===== config.mk =====
export PLATFORM = sky130hd
export DESIGN_NAME = pixie_video_out
export DESIGN_NICKNAME = d
export VERILOG_FILES = /design/src/rtl/pixie_video_out.sv
export SDC_FILE = /design/constraint.sdc
export NUM_CORES = 1
export LEC_CHECK = 0
export BUFFER_PORTS_ARGS = -buffer_cell sky130_fd_sc_hd__buf_2
export CORE_MARGIN = 4
export CORE_UTILIZATION = 45
export CTS_CLUSTER_SIZE = 14
export DETAILED_ROUTE_END_ITERATION = 10
export SLEW_MARGIN = 40
export SYNTH_ARGS = -nofsm -noshare
export SYNTH_HDL_FRONTEND = slang
export SYNTH_SLANG_ARGS = --single-unit

===== constraint.sdc =====
create_clock -name clk -period 2.8 [get_ports clk]
set_clock_uncertainty 0.2 [all_clocks]
set_input_delay 0.14 -clock clk [delete_from_list [all_inputs] [get_ports clk]]
set_output_delay 0.14 -clock clk [all_outputs]
set_load 0.1 [all_outputs]

===== src/rtl/pixie_video_out.sv =====
// rtl/pixie_video_out.sv - Pixie composite-sync decoder: h/v sync, blanking, pixel colour and frame lock
module pixie_video_out #(
  parameter int         VSYNC_MIN = 32,
  parameter int         H_START   = 40,
  parameter int         H_LEN     = 128,
  parameter int         V_START   = 16,
  parameter int         V_LEN     = 128,
  parameter logic [7:0] FG_COLOR  = 8'hFF
) (
  input  logic       clk,
  input  logic       reset,
  input  logic       ce_pix,
  input  logic       csync,
  input  logic       video,
  output logic       hsync,
  output logic       hblank,
  output logic       vsync,
  output logic       vblank,
  output logic [7:0] r,
  output logic [7:0] g,
  output logic [7:0] b,
  output logic       de,
  output logic       locked
);

  localparam logic [7:0] VS_TH = 8'(VSYNC_MIN - 1);
  localparam int         H_END = H_START + H_LEN;
  localparam int         V_END = V_START + V_LEN;

  typedef enum logic [1:0] {
    S_IDLE,
    S_HLOW,
    S_VLOW
  } state_t;

  state_t     state;
  state_t     state_next;
  logic       prev_csync;
  logic [7:0] low_cnt;
  logic [7:0] low_cnt_next;
  logic [9:0] h_cnt;
  logic [8:0] v_cnt;
  logic [8:0] last_lines;
  logic [1:0] lock_cnt;
  logic       pix_on;
  logic       fall;
  logic       rise;
  logic       vs_hit;
  logic       eof;
  logic       line_start;
  logic       h_in;
  logic       v_in;

  // csync edges relative to the previous ce tick's sample
  assign fall = prev_csync & ~csync;
  assign rise = ~prev_csync & csync;

  // Length of the current low run; 0 on the falling tick, saturating at 255
  always_comb begin
    low_cnt_next = low_cnt;
    if (fall) begin
      low_cnt_next = 8'd0;
    end else if (!csync && low_cnt != 8'hFF) begin
      low_cnt_next = low_cnt + 8'd1;
    end
  end

  // A low run turns into a vertical sync on the tick its length reaches the threshold
  assign vs_hit = (state == S_HLOW) && !csync && (low_cnt_next == VS_TH);

  // Sync classifier state register
  always_ff @(posedge clk) begin
    if (reset) begin
      state <= S_IDLE;
    end else if (ce_pix) begin
      state <= state_next;
    end
  end

  // Sync classifier next-state logic
  always_comb begin
    state_next = state;
    case (state)
      S_IDLE: if (fall) state_next = S_HLOW;
      S_HLOW: begin
        if (vs_hit) begin
          state_next = S_VLOW;
        end else if (rise) begin
          state_next = S_IDLE;
        end
      end
      S_VLOW: if (rise) state_next = S_IDLE;
      default: state_next = S_IDLE;
    endcase
  end

  // Sync classifier events: start of a line and end of a frame
  always_comb begin
    line_start = 1'b0;
    eof        = 1'b0;
    case (state)
      S_IDLE:  line_start = fall;
      S_VLOW:  eof        = rise;
      default: ;
    endcase
  end

  // Edge history, low-run counter and the sync outputs
  always_ff @(posedge clk) begin
    if (reset) begin
      prev_csync <= 1'b1;
      low_cnt    <= 8'd0;
      hsync      <= 1'b0;
      vsync      <= 1'b0;
    end else if (ce_pix) begin
      prev_csync <= csync;
      low_cnt    <= low_cnt_next;
      hsync      <= ~csync;
      if (vs_hit) begin
        vsync <= 1'b1;
      end else if (rise) begin
        vsync <= 1'b0;
      end
    end
  end

  // Horizontal position within the line and line number within the frame
  always_ff @(posedge clk) begin
    if (reset) begin
      h_cnt <= 10'h3FF;
      v_cnt <= 9'h1FF;
    end else if (ce_pix) begin
      if (fall) begin
        h_cnt <= 10'd0;
      end else if (h_cnt != 10'h3FF) begin
        h_cnt <= h_cnt + 10'd1;
      end
      if (eof) begin
        v_cnt <= 9'd0;
      end else if (line_start && v_cnt != 9'h1FF) begin
        v_cnt <= v_cnt + 9'd1;
      end
    end
  end

  assign h_in = (int'(h_cnt) >= H_START) && (int'(h_cnt) < H_END);
  assign v_in = (int'(v_cnt) >= V_START) && (int'(v_cnt) < V_END);

  // Registered active-window decode; video is captured alongside so colour lines up with de
  always_ff @(posedge clk) begin
    if (reset) begin
      hblank <= 1'b1;
      vblank <= 1'b1;
      pix_on <= 1'b0;
    end else if (ce_pix) begin
      hblank <= ~h_in;
      vblank <= ~v_in;
      pix_on <= h_in & v_in & video;
    end
  end

  // Frame lock: count consecutive frames with identical line counts
  always_ff @(posedge clk) begin
    if (reset) begin
      last_lines <= 9'd0;
      lock_cnt   <= 2'd0;
    end else if (ce_pix && eof) begin
      if (v_cnt == last_lines) begin
        if (lock_cnt != 2'd3) begin
          lock_cnt <= lock_cnt + 2'd1;
        end
      end else begin
        lock_cnt <= 2'd0;
      end
      last_lines <= v_cnt;
    end
  end

  assign de     = ~hblank & ~vblank;
  assign r      = pix_on ? FG_COLOR : 8'h00;
  assign g      = pix_on ? FG_COLOR : 8'h00;
  assign b      = pix_on ? FG_COLOR : 8'h00;
  assign locked = lock_cnt[1];

endmodule


==> metrics.yaml, run 1 <==
outcome:
  status: "finished, final reports clean"
routing:
  drt_pass1_iterations: 4
  initialDrtViolationCount: 108
  viasPerCell: 5.534
  antenna_left: 0
  drc: 0
  avgRoutedWirePerCell_um: 13.58
  via_count: 2208
  drt_wl_total_mm: 5.418
final_layout:
  fin_cells: 399
  final_common_cell: "dfxtp_1"
  area_growth_pct: 7.736
  nets: 338
  drive_gt1_frac: 0.1743
  diodes: 0
  utilization: 0.5064
  nFillCells: 552
  design_area_um2: 2823
  layout_common_cells: "dfxtp_1, nand2_1, buf_2, nor2_1, a21oi_1"
synth:
  ys_seq_elements: 46
  yosys_warnings: 0
  synth_nets: 332
  synth.distinct_cells: 51
  syn_inst: 320
  ys_seq_area_frac: 0.3515
  synth_edf_count: 0
  netlist_area_um2: 2620
  synthFlopType: "dfxtp_1"
  synthArstFlopShare: 0
  avgSynthCellArea_um2: 8.188
placement:
  place_area_um2: 2670
  place.gp.congestion: 0.8238
  io_buffers: 34
  dpl.cell_count: 390
  hpwl_mm: 3.765
die:
  core_um2: 5574
  die_h_um: 84.31
  initial_utilization: 0.4700
  die_area_um2: 7107
  row_count: 27
  io_pins: 35
  die_x_um: 84.31
worst_setup_path:
  r2r-start: "low_cnt[0]"
  endpoint_kind: "flop"
  worstSetupPathType: "reg -> reg"
  crit_fanout: 9
  cp-start-kind: "flop"
  critical_path_arrival_ns: 2.41
  r2r-end: "state[0]"
  r2r_setup_slack_ns: 0.38
  r2r_cells: 7
  cp_data_required_time_ns: 2.80
clocking:
  cts.clk_slew.worst_paths_ns: 0.09
  postCtsSetupRepairBufs: 0
  htree_levels: 2
  cts_sinks: 46
  cts_buffers: 5
  clk_path_buf_depth: 2
  cts_root_buf: "clkbuf_8"
  cts_tree: "yes"
  clock_latency_ns: 0.29
global_routing:
  grt_use_total: 0.1547
  grt_pass1_vias: 1949
  grt-ovfl-total: 0
  grt_pass1_wl_mm: 9.218
  grt_max_degree: 30
  antenna_found_initial: 0
flow_run:
  cap_violations: 0
timing:
  hold_viol_final: 0
  period_share: 0.8626
  tightest_slew_ns: 0.6627
  drv_slew: 0
  fmax_mhz: 414.0
  setup_violations: 0
  period_needed_ns: 2.415
  max_slew_margin: 0.5541
  tns_ns: 0
  rsz0062_at_grt: "false"
worst_hold_path:
  hp-class: "in -> reg"
  min_to: "h_cnt[7]"
  hold_depth: 3
  min_from: "reset"
power_and_ir_drop:
  p_per_area_nw_per_um2: 685.1
  swShare: 0.3052
  p_comb_frac: 0.260
  pwr-share-seq: 0.428
  power_frac_clock: 0.312
  ir_worst_vdd_v: 0.0003427
  p_leak_nw: 1.260
  p_int_mw: 1.344
  power.switching_mw: 0.5903
## cells in the mapped netlist (3+ instances only)
cell	n	area share
o211ai_1	5	0.014
a31oi_1	4	0.0095
nor2_1	29	0.042
nand2_1	39	0.056
xor2_1	8	0.027
nor3_1	7	0.013
nor4_1	4	0.0095
nand4_1	7	0.017
xnor2_1	14	0.047
clkbuf_1	14	0.020
a21oi_1	15	0.029
nand3_1	13	0.025
buf_2	3	0.0057
a21o_1	8	0.023
o21ai_0	7	0.013
dfxtp_1	46	0.35
o21ai_1	3	0.0057
nand3b_1	3	0.0086
and3_1	4	0.0095
mux2i_1	10	0.038
nand2b_1	3	0.0072
buf_4	24	0.069
inv_1	6	0.0086
ha_1	7	0.033
## cell type report
cell class	instances	area, µm²	area share
multi-input cells	226	1425	0.5049
flip-flops and latches	46	920.9	0.3262
repair buffers	40	217.7	0.07713
well taps	72	90.09	0.03191
clock buffers	6	82.58	0.02926
clock inverters	2	60.06	0.02128
inverters	7	26.28	0.009309
## metal layers
layer | GRT usage | vias to the layer above | share of wire
met4 | 0.03509 | 0 | 0.0089
met2 | 0.2518 | 71 | 0.43
met3 | 0.02748 | 5 | 0.065
met5 | 0 | - | 0
li1 | - | 1101 | -
met1 | 0.2134 | 1031 | 0.49
## logic make-up (layout without fill, tap and decap cells)
family                     after synthesis  in the layout  share of synthesized area
xor gates and xnor gates                22             22                    0.07355
DFF                                     46             46                     0.3515
adders and majority gates                7              7                    0.03343
and+or+nand+nor                        129            129                     0.2498
buffers and inverters                   48             55                     0.1046
muxes                                   10             10                    0.03821
AOI/OAI and AO/OA                       58             58                     0.1490
## how the worst max path moves through the flow
stage / from / end / slack, ns / cells after the start
2_1_floorplan: vblank / de / 0.40 / 1
3_5_place_dp: low_cnt[0] / state[0] / 0.40 / 7
4_1_cts: low_cnt[0] / state[0] / 0.39 / 7
3_3_place_gp: v_cnt[0] / v_cnt[7] / 0.46 / 9
5_1_grt: low_cnt[0] / state[0] / 0.18 / 7
6_report: low_cnt[0] / state[0] / 0.38 / 7
## what timing repair did
action | 4_1_cts | 5_1_grt
hold buffers | 1 | 0
setup endpoints to repair | 0 | 0
gates resized for setup | 0 | 0
endpoints found under the hold margin | 1 | 0
## critical path: stages, from the launching register on
cell and delay [ns]:
dfxtp_1 0.48, ha_1 0.31, nand2_2 0.12, nor3_2 0.45, o311a_1 0.24, and4_1 0.19
o2111ai_2 0.13, and3_1 0.19
## flip-flops by register name (all words and copies together) (netlist names), 2 cells and up
| signal | cells |
|---|---|
| v_cnt | 9 |
| h_cnt | 10 |
| lock_cnt | 2 |
| state | 2 |
| low_cnt | 8 |
| last_lines | 9 |
## power groups by stage
| stage | clock, mW | combinational [mW] | sequential, mW |
|---|---|---|---|
| floorplan | 0 | 0.439 | 0.804 |
| global placement | 0 | 0.494 | 0.841 |
| detailed placement | 0 | 0.498 | 0.843 |
| CTS | 0.619 | 0.507 | 0.826 |
| global route | 0.646 | 0.570 | 0.841 |
| finish | 0.604 | 0.502 | 0.827 |
## metrics by stage
step                worst slack, ns  power, mW  hold slack [ns]
global placement             0.4642      1.335           0.2189
detailed placement           0.3966      1.340           0.2252
CTS                          0.3904      1.952          0.02716
floorplan                    0.4017      1.243           0.1150
finish                       0.3847      1.934          0.03292
global route                 0.1800      2.058          0.02649
(Power assumes the default switching activity.)
==> inputs of run 2 (changes only) <==
Settings changed: CORE_UTILIZATION 45 to 55, CTS_BUF_LIST set to sky130_fd_sc_hd__clkbuf_8, GPL_TIMING_DRIVEN set to 0, PLACE_DENSITY set to 0.77.
==> metrics.yaml, run 2 (synthesis gave the netlist of run 1 again) <==
routing:
  via_count: 2271  # +2.9%
  avgRoutedWirePerCell_um: 13.03  # -4.1%
  viasPerCell: 5.486  # -0.87%
  drt_wl_total_mm: 5.393  # -0.46%
  drt_pass1_iterations: 4  # unchanged
  initialDrtViolationCount: 133  # +23%
  drc: 0  # unchanged
  antenna_left: 0  # unchanged
worst_setup_path:
  slowest_stage: "dfxtp_1"
  critical_path_arrival_ns: 2.49  # +0.08 ns
  crit_chain: "ha_1 -> nand2_2 -> nor3_2 -> o311a_1 -> and4_1 -> o2111ai_2 -> and3_1"
  crit_fanout: 9  # unchanged
  endpoint_kind: "flop"
  cp_data_required_time_ns: 2.80  # about the same
  cp-start-kind: "flop"
  slowest_delay_ns: 0.49  # about the same
  worstSetupPathType: "reg -> reg"
power_and_ir_drop:
  swShare: 0.3298  # +0.02459
  ir_worst_vdd_v: 0.0004293  # +25%
  p_int_mw: 1.230  # -8.5%
  p_per_area_nw_per_um2: 617.2  # -9.9%
  p_leak_nw: 1.377  # +9.3%
  p_comb_frac: 0.294  # +0.034
  power_mw: 1.835  # -5.1%
  power.switching_mw: 0.6051  # +2.5%
  pwr-share-seq: 0.434  # +0.006
  power_frac_clock: 0.272  # -0.040
clocking:
  cts_tree: "yes"
  postCtsSetupRepairBufs: 0  # unchanged
  cts_buffers: 5  # unchanged
  clock_latency_ns: 0.30  # about the same
  cts.clk_slew.worst_paths_ns: 0.09  # about the same
  cts_root_buf: "clkbuf_8"
  clk_path_buf_depth: 2  # unchanged
  cts_hold_buf: 1  # unchanged
  cts_sinks: 46  # unchanged
  htree_levels: 2  # unchanged
  post_cts_resized: 0  # unchanged
timing:
  period_needed_ns: 2.485  # +0.06973 ns
  rsz0062_at_grt: "false"
  hold_viol_final: 0  # unchanged
  tightest_slew_ns: 0.7298  # +0.06711 ns
  setup_violations: 0  # unchanged
  hold_ws_ns: 0.06143  # +0.02851 ns
  tns_ns: 0  # unchanged
  fmax_mhz: 402.4  # -2.8%
  max_slew_margin: 0.5090  # -0.04515
  period_share: 0.8875  # +0.02490
  drv_slew: 0  # unchanged
final_layout:
  diodes: 0  # unchanged
  design_area_um2: 2973  # +5.3%
  reg_top3: "h_cnt x10, last_lines x9, v_cnt x9"
  nFillCells: 381  # -31%
  regMostFlops: "h_cnt"
  utilization: 0.6644  # +0.1580
  final_common_cell: "dfxtp_1"
  layout_common_cells: "dfxtp_1, nand2_1, buf_2, nor2_1, buf_4"
  drive_gt1_frac: 0.2155  # +0.04116
  nets: 373  # +10%
  largest_register_ffs: 10  # unchanged
  area_growth_pct: 13.47
flow_run:
  cap_violations: 0  # unchanged
global_routing:
  grt_pass1_wl_mm: 9.039  # -1.9%
  grt_pass1_vias: 1951  # +0.10%
  grt-ovfl-total: 0  # unchanged
  grt_use_total: 0.1858  # +0.03111
  grt_max_degree: 26  # -13%
  antenna_found_initial: 0  # unchanged
die:
  row_count: 24  # -11%
  die_x_um: 77.02  # -8.6%
  io_pins: 35  # unchanged
  die_h_um: 77.02  # -8.6%
  initial_utilization: 0.5856  # +0.1155
  die_area_um2: 5932  # -17%
  core_um2: 4474  # -20%
worst_hold_path:
  hp-class: "in -> reg"
outcome:
  status: "finished, final reports clean"
placement:
  io_buffers: 33  # -2.9%
  place_area_um2: 2850  # +6.7%
  place.gp.congestion: 0.8788  # +6.7%
  hpwl_mm: 3.876  # +2.9%
[run 2: cell types whose count changed in the layout (fill, tap and decap cells not counted), sizes merged]
cell,delta
buf,+21
bufinv,-1
clkbuf,+13
clkinv,+1
inv,+1
[run 2: final timing paths]
kind	start	endpoint	slack (ns)	cells after the start
worst max-delay path	low_cnt[0]	state[0]	0.31	7
worst min-delay path	reset	h_cnt[8]	0.06	3
worst min register to register	vsync	vsync	0.26	2
worst max register to register	low_cnt[0]	state[0]	0.31	7
[run 2: critical path: cells and delay by family (launching register included)]
family                     cells  cell delay, ns
and+or+nand+nor                4            1.01
DFF                            1            0.49
AOI/OAI and AO/OA              2            0.40
adders and majority gates      1            0.30
[run 2: power groups by stage]
stage | clock network (mW) | logic (mW) | registers, mW
global placement | 0 | 0.519 | 0.808
CTS | 0.511 | 0.537 | 0.795
finish | 0.500 | 0.539 | 0.796
global route | 0.542 | 0.614 | 0.807
detailed placement | 0 | 0.529 | 0.811
floorplan | 0 | 0.439 | 0.804
[run 2: stage by stage]
step                setup slack [ns]  instances
finish                        0.3150        414
global route                  0.1651        414
CTS                           0.3235        414
detailed placement            0.3399        405
global placement              0.3598        405
floorplan                     0.4017        320
[run 2: area by class of cell]
class	count	area [µm²]	share of cell area
clock inverter	3	43.79	0.01473
clock buffer	5	68.82	0.02315
sequential	46	920.9	0.3098
buffer	41	247.7	0.08333
inverter	7	26.28	0.008838
timing repair buffer	34	175.2	0.05892
tap	52	65.06	0.02189
multi-input combinational	226	1425	0.4794
[run 2: routing by layer]
| layer | GRT usage | wire (µm) | part of all wire |
|---|---|---|---|
| met5 | 0 | 0 | 0 |
| met2 | 0.2936 | 2373 | 0.44 |
| met4 | 0.05338 | 84 | 0.016 |
| met3 | 0.04801 | 352 | 0.065 |
| met1 | 0.2500 | 2583 | 0.48 |
==> inputs of run 3 (changes only) <==
Settings changed: CAP_MARGIN set to 20, CORE_ASPECT_RATIO set to 0.5.
==> metrics.yaml, run 3 (synthesis gave the netlist of run 1 again) <==
power_and_ir_drop:
  p_per_area_nw_per_um2: 597.0  # -3.3%
  ir_worst_vdd_v: 0.0002799  # -35%
  p_comb_frac: 0.309  # +0.015
  power.switching_mw: 0.6322  # +4.5%
  swShare: 0.3568  # +0.02697
  power_mw: 1.772  # -3.4%
  p_int_mw: 1.140  # -7.3%
  pwr-share-seq: 0.450  # +0.016
  p_leak_nw: 1.363  # -1.0%
  power_frac_clock: 0.241  # -0.031
worst_setup_path:
  worstSetupPathType: "reg -> reg"
  cp-start-kind: "flop"
  endpoint_kind: "flop"
  cp_data_required_time_ns: 2.81  # about the same
  r2r_setup_slack_ns: 0.27  # -0.05 ns
  critical_path_arrival_ns: 2.55  # +0.06 ns
  crit_fanout: 9  # unchanged
timing:
  setup_violations: 0  # unchanged
  max_slew_margin: 0.4934  # -0.01558
  hold_viol_final: 0  # unchanged
  period_needed_ns: 2.532  # +0.04722 ns
  hold_ws_ns: 0.04648  # -0.01496 ns
  drv_slew: 0  # unchanged
  fin_ws_ns: 0.2677  # -0.04722 ns
  fmax_mhz: 394.9  # -1.9%
  tightest_slew_ns: 0.7589  # +0.02907 ns
  period_share: 0.9044  # +0.01686
  rsz0062_at_grt: "false"
  tns_ns: 0  # unchanged
final_layout:
  final_common_cell: "dfxtp_1"
  area_growth_pct: 13.28
  nets: 373  # unchanged
  reg_top3: "h_cnt x10, last_lines x9, v_cnt x9"
  design_area_um2: 2968  # -0.17%
  drive_gt1_frac: 0.2155  # unchanged
  diodes: 0  # unchanged
  layout_common_cells: "dfxtp_1, nand2_1, buf_2, nor2_1, buf_4"
  fin_cells: 428  # +3.4%
  largest_register_ffs: 10  # unchanged
  utilization: 0.6613  # -0.003153
  nFillCells: 386  # +1.3%
  regMostFlops: "h_cnt"
routing:
  drc: 0  # unchanged
  antenna_left: 0  # unchanged
  drt_wl_total_mm: 5.798  # +7.5%
  drt_pass1_iterations: 4  # unchanged
  viasPerCell: 5.451  # -0.63%
  via_count: 2333  # +2.7%
  avgRoutedWirePerCell_um: 13.55  # +4.0%
  initialDrtViolationCount: 80  # -40%
global_routing:
  grt-ovfl-total: 0  # unchanged
  grt_max_degree: 26  # unchanged
  grt_pass1_vias: 2164  # +11%
  grt_pass1_wl_mm: 9.591  # +6.1%
  grt_use_total: 0.1966  # +0.01079
  antenna_found_initial: 0  # unchanged
clocking:
  clk_path_buf_depth: 2  # unchanged
  cts_tree: "yes"
  cts_sinks: 46  # unchanged
  postCtsSetupRepairBufs: 0  # unchanged
  clock_latency_ns: 0.31  # about the same
  cts_buffers: 5  # unchanged
  cts_root_buf: "clkbuf_8"
  cts.clk_slew.worst_paths_ns: 0.09  # about the same
  htree_levels: 2  # unchanged
flow_run:
  cap_violations: 0  # unchanged
die:
  die_x_um: 105.6  # +37%
  initial_utilization: 0.5838  # -0.001796
  die_h_um: 56.81  # -26%
  io_pins: 35  # unchanged
  row_count: 17  # -29%
  core_um2: 4488  # +0.31%
  die_area_um2: 5999  # +1.1%
worst_hold_path:
  hp-class: "in -> reg"
placement:
  place_area_um2: 2868  # +0.61%
  hpwl_mm: 4.191  # +8.1%
  io_buffers: 33  # unchanged
  pre_cts_ws_ns: 0.3240  # -0.01599 ns
  dpl.cell_count: 419  # +3.5%
  place.gp.congestion: 0.8983  # +2.2%
outcome:
  status: "finished, final reports clean"
run 3: cell count changes in the layout (fill, tap and decap cells not counted), sizes merged:
cell | previous run | this run
bufinv | 1 | 0
clkinv | 2 | 3
clkinvlp | 0 | 1
inv | 7 | 6
run 3: repair_timing:
item	4_1_cts	5_1_grt
hold buffers	1	0
gates resized for setup	0	0
endpoints found under the hold margin	1	0
run 3: power by group through the flow:
stage	combinational [mW]	clock, mW	sequential [mW]
after global routing	0.616	0.462	0.808
after detailed placement	0.539	0	0.810
after global placement	0.522	0	0.806
final	0.548	0.427	0.798
after floorplan	0.439	0	0.804
after CTS	0.546	0.431	0.796
run 3: path summary, 6_finish.rpt:
| kind | cells past startpoint | start | end |
|---|---|---|---|
| worst min register to register | 2 | hsync | hsync |
| worst min-delay path | 3 | reset | prev_csync |
| worst max-delay path | 7 | low_cnt[0] | state[0] |
| worst max register to register | 7 | low_cnt[0] | state[0] |
run 3: final cells by class:
cell class              count  area [µm²]  share of cell area
well taps                  66       82.58             0.02782
plain buffers              41       247.7             0.08347
inverters                   7       26.28            0.008853
flip-flops and latches     46       920.9              0.3103
clock inverters             3       21.27            0.007167
clock buffers               5       68.82             0.02319
multi-input cells         226        1425              0.4802
repair buffers             34       175.2             0.05902
run 3: worst max-delay path: stages (launching register included):
cell,delay (ns)
dfxtp_1,0.50
ha_1,0.33
nand2_2,0.14
nor3_2,0.48
nand2_1,0.14
a21oi_1,0.27
o2111ai_2,0.18
and3_1,0.20
run 3: layer usage:
metal	part of all wire	wire length [µm]	global-route usage
met2	0.48	2781	0.3324
met1	0.47	2746	0.2503
met5	0	0	0
met4	0.0072	42	0.06089
met3	0.039	228	0.04592
